$ cat config.mk
export PLATFORM = sky130hd
export DESIGN_NAME = contador_sincrono_decrescente
export DESIGN_NICKNAME = d
export VERILOG_FILES = /design/src/rtl/contador_sincrono_decrescente.sv
export SDC_FILE = /design/constraint.sdc
export NUM_CORES = 1
export LEC_CHECK = 0
export CAP_MARGIN = 10
export CORE_AREA = 2 2 39 41
export DETAILED_ROUTE_END_ITERATION = 8
export DIE_AREA = 0 0 41 43
export DONT_BUFFER_PORTS = 1
export SYNTH_ARGS = -nofsm -noshare
export SYNTH_HDL_FRONTEND = slang
export SYNTH_SLANG_ARGS = --single-unit
$ cat constraint.sdc
create_clock -name CK -period 1.2 [get_ports CK]
set_input_delay 0.12 -clock CK [delete_from_list [all_inputs] [get_ports CK]]
set_output_delay 0.12 -clock CK [all_outputs]
set_load 0.1 [all_outputs]
$ cat src/rtl/contador_sincrono_decrescente.sv
// rtl/contador_sincrono_decrescente.sv - synchronous N-bit down counter with load, enable, modulus and borrow
module contador_sincrono_decrescente #(
    parameter int N   = 4,
    parameter int MOD = 16
) (
    input  logic         CK,
    input  logic         CLR,
    input  logic         LD,
    input  logic [N-1:0] D,
    input  logic         EN,
    output logic [N-1:0] Q,
    output logic         ZERO,
    output logic         BO
);

    // Highest legal count; with MOD == 2^N this is all-ones.
    localparam logic [N-1:0] MAX_V = N'(MOD - 1);

    logic [N-1:0] q_q;
    logic [N-1:0] q_d;
    logic         q_is_zero;

    assign q_is_zero = (q_q == '0);

    // Next count: clear beats load, load beats count, otherwise hold.
    always_comb begin
        q_d = q_q;
        if (LD) begin
            // Out-of-range loads saturate so the register never holds an illegal value.
            q_d = (D > MAX_V) ? MAX_V : D;
        end else if (EN) begin
            // Values above MAX_V (only possible through corruption) fall through
            // the plain decrement and walk back into range.
            q_d = q_is_zero ? MAX_V : (q_q - 1'b1);
        end
    end

    // Single state register with synchronous active-high clear.
    always_ff @(posedge CK) begin
        if (CLR) begin
            q_q <= '0;
        end else begin
            q_q <= q_d;
        end
    end

    assign Q    = q_q;
    assign ZERO = q_is_zero;
    // Borrow feeds the next stage's EN so it decrements on our wrap edge.
    assign BO   = EN & q_is_zero;

endmodule

# == After elaboration in Yosys (flattened, before gate mapping) ==
# Cells that the tools add are included.
# op_classes
muxes,4
add_sub_neg,1
reduce_logical,2
order_cmp,1
n_bitwise,1
# ops
operator,n
4-bit 2-to-1 mux,4
4-bit > comparator (second input constant),1
4-bit logical NOT,1
4-bit by 1-bit subtractor with 4-bit output (second input constant),1
2-bit nonzero test,1
1-bit bitwise AND,1
# totals
regBits,4
wordCells,10

# == Depth between registers and ports, before layout ==
# logic_depth
depth_word,4
ltp_mapped,5
mapped_depth_nobuf,5

# == Worst setup path before layout ==
# No wires, ideal clock.
# synth_path
path_type,flip-flop to output port
startpoint,"register q_q[0], in the netlist Q[0]"
endpoint,output port BO
path_stages_with_launch,5
path_buffers,0
path_slack_ns,-3.120
arrival_ns,4.200
cell_sequence,dfxtp_1 > inv_1 > ha_1 > nor3b_1 > and2_1
# synth_via
elab_chain_len,2
# synth_rtl
element,line,rtl
"start, declared",19,logic [N-1:0] q_q;
"start signal, assigned",43,q_q <= q_d;
4-bit logical NOT,23,assign q_is_zero = (q_q == '0);
via ZERO,12,"output logic ZERO,"
1-bit bitwise AND,50,assign BO = EN & q_is_zero;
"end, declared",13,output logic BO
# The timed path passes the listed nets, and every way through them passes these cells.

# == Worst setup path in the final report ==
# layout_path
startpoint,"register q_q[0], in the netlist Q[0]"
endpoint,output port BO
# layout_via
elab_chain_len,2
# layout_rtl
element,line
4-bit logical NOT,23
1-bit bitwise AND,50
# No other way between the ends.

==> results.ini <==
[global_routing]
grt_max_degree = 9
grt.overflow.total = 0
grt_pass1_vias = 281
grt_antenna_before_repair = 0
grt_usage_pct = 9.155
grt_pass1_wl_mm = 1.083

[synth]
yosys_warnings = 0
syn_area_per_cell_um2 = 8.633
yosys-top-cells-area = dfxtp_1 (31%), a21oi_1 (7.7%), inv_1 (5.8%)
syn-num-nets = 39
syn_area_um2 = 259.0
seq_area_frac_synth_pct = 30.92
syn-instance-count = 30
yosys_register_bits = 4
yosysUniqueCellTypes = 18
synth_top_area_cell = dfxtp_1
synth_top_area_share_pct = 30.92

[critical_path]
max_stage_delay_ns = 0.35
path_cells = inv_2 -> ha_4 -> nor3b_4 -> and2_4
r2r_start = Q[0]
critPathCapture = BO
reg2regPathDepth = 4
cp-end-kind = primary output
worstReg2RegEnd = Q[3]
crit_required_ns = 1.08
worstSetupStartpoint = Q[0]
start_kind = flip-flop
path_max_fanout = 2
arrival_ns = 1.28
path_class = flip-flop to primary output
rrSetupSlack_ns = 0.02
slowest_stage = and2_4

[outcome]
status = finished, violations left
failed_checks = negative setup slack

[detailed_routing]
drtAntennaViolNets = 0
route.met2.wl_um = 307
drt-met1-wl_um = 250
route.top_layer_used = met3
wirelength_um = 646
routedWlPerCell_um = 11.14
drt_iter0_markers = 4
met3_length_um = 87
avgViaCountPerCell = 4.552
drtPass1Iterations = 4
vias = 264
drc_errors = 0

[pwr]
power.total_uw = 622.9
p_clk_share_pct = 26.4
swShare_pct = 42.15
ir_worst_vdd_mv = 0.4786
p_leak_nw = 0.1822
p_comb_share_pct = 47.8
p_per_area_nw_per_um2 = 1464
internal_power_uw = 360.4
switchingPower_uw = 262.5
seqPwrFrac_pct = 25.8

[placement]
port-buffer-count = 0
numPlacedInstances = 50
place.gp.congestion = 0.6580

[timing]
rsz0062_at_grt = true
final.setup.tns_ns = -0.3597
hold_viol = 0
finalSetupViolations = 2
fin_worst_hold_slack_ns = 0.01370
fmax_mhz = 712.5
maxSlewViolCount = 0
fin_crit_sh_pct = 117.0
slew_headroom_pct = 80.77
finClkSkew_ns = 0.001797
fin_crit_ns = 1.403
fin_ws_ns = -0.2035
tightest_slew_ns = 0.2899

[floorplanning]
start_util_pct = 18.72
rows = 14
die_h_um = 43
coreArea_um2 = 1384
io_pins = 14
dieArea_um2 = 1763
die_w_um = 41

[clock_tree]
htreeDepth = 1
cts-root-buf = clkbuf_4
clkLatencyLatePin_ns = 0.23
path_clk_slew_ns = 0.04
cts_tree = yes
clkSinkCount = 4
cts_max_path_buffers = 2
cts_buffers = 3

[min_path]
hold_path_class = primary input to flip-flop
min_from = LD

[layout]
antenna_cells = 0
final_nets = 53
drive_gt1_share_pct = 54.76
largest_reg_flops = 4
utilization_pct = 30.74
syn2layout_area_growth_pct = 64.25
stdcell_count = 58

[job]
cap_violations = 0

-- cell families after synthesis --
family | after synthesis | share of synthesized area [%]
compound gates | 8 | 22.22
mux | 1 | 3.865
buf+inv | 5 | 10.14
simple gates | 9 | 21.26
fa+ha+maj | 1 | 4.830
flops | 4 | 30.92
xor+xnor | 2 | 6.765
-- per-layer routing --
metal | global-route usage (%) | vias up
li1 | - | 129
met1 | 9.385 | 121
met2 | 13.44 | 14
met3 | 6.806 | 0
met4 | 4.000 | 0
met5 | 0 | -
-- through the flow --
stage | instance area [um2] | setup slack (ns)
2_1_floorplan | 300.3 | -0.9478
3_3_place_gp | 346.6 | 0.02167
3_5_place_dp | 346.6 | 0.01105
4_1_cts | 425.4 | -0.2160
5_1_grt | 425.4 | -0.2702
6_report | 425.4 | -0.2035
-- area by class of cell --
type | instances | area (um2)
Fill cell | 152 | 958.4
Multi-Input combinational cell | 21 | 178.9
Sequential cell | 4 | 95.09
Timing Repair Buffer | 10 | 93.84
Clock buffer | 3 | 22.52
Tap cell | 16 | 20.02
Inverter | 4 | 15.01
-- how the worst min path moves through the flow --
stage | endpoint | slack [ns] | depth (start not counted)
floorplan | Q[1] | 0.18 | 1
detailed placement | Q[0] | 0.19 | 1
global route | Q[2] | 0.03 | 1
CTS | Q[2] | 0.005 | 1
finish | Q[2] | 0.01 | 1
global placement | Q[1] | 0.18 | 1
-- cell usage after synthesis (all sizes together) --
cell type  n
a21oi      4
nor2       2
a211o      1
o21a       1
xor2       1
or4b       1
ha         1
dfxtp      4
nand2      2
inv        4
nor3b      2
nor4b      1
o22ai      1
and2       1
o21bai     1
xnor2      1
mux2i      1
buf        1
-- worst max-delay path, delay by kind of cell, from the launching register on --
family | cells | cell delay, ns
simple gates | 2 | 0.53
fa+ha+maj | 1 | 0.13
buf+inv | 1 | 0.06
flops | 1 | 0.33
-- placed cells by master, fill, tap and decap left out --
| cell | count |
|---|---|
| clkbuf_4 | 3 |
| nor3b_4 | 1 |
| nand2_1 | 2 |
| a21oi_1 | 4 |
| xor2_1 | 1 |
| dfxtp_4 | 4 |
| buf_6 | 1 |
| inv_1 | 2 |
| buf_12 | 1 |
| o22ai_2 | 1 |
| o21a_1 | 1 |
| or4b_1 | 1 |
| xnor2_1 | 1 |
| nor3b_1 | 1 |
| mux2i_1 | 1 |
| o21bai_1 | 1 |
| a211o_2 | 1 |
| and2_4 | 1 |
| buf_4 | 7 |
| ha_4 | 1 |
| nor4b_1 | 1 |
| nor2_1 | 2 |
| dlygate4sd3_1 | 1 |
| inv_2 | 2 |
-- power by group through the flow --
| stage | clock, mW | combinational [mW] | sequential (mW) |
|---|---|---|---|
| final | 0.165 | 0.298 | 0.161 |
| after global routing | 0.186 | 0.314 | 0.162 |
| after CTS | 0.178 | 0.298 | 0.160 |
| after detailed placement | 0 | 0.251 | 0.167 |
| after global placement | 0 | 0.252 | 0.166 |
| after floorplan | 0 | 0.137 | 0.250 |
-- what timing repair did --
| item | 4_1_cts | 5_1_grt |
|---|---|---|
| pin swaps | 2 | 1 |
| gates resized for setup | 4 | 0 |
| setup buffers | 4 | 0 |
| hold buffers | 1 | 0 |
| setup endpoints to repair | 2 | 3 |
| hold endpoints to repair | 3 | 0 |
(Power assumes the default switching activity.)
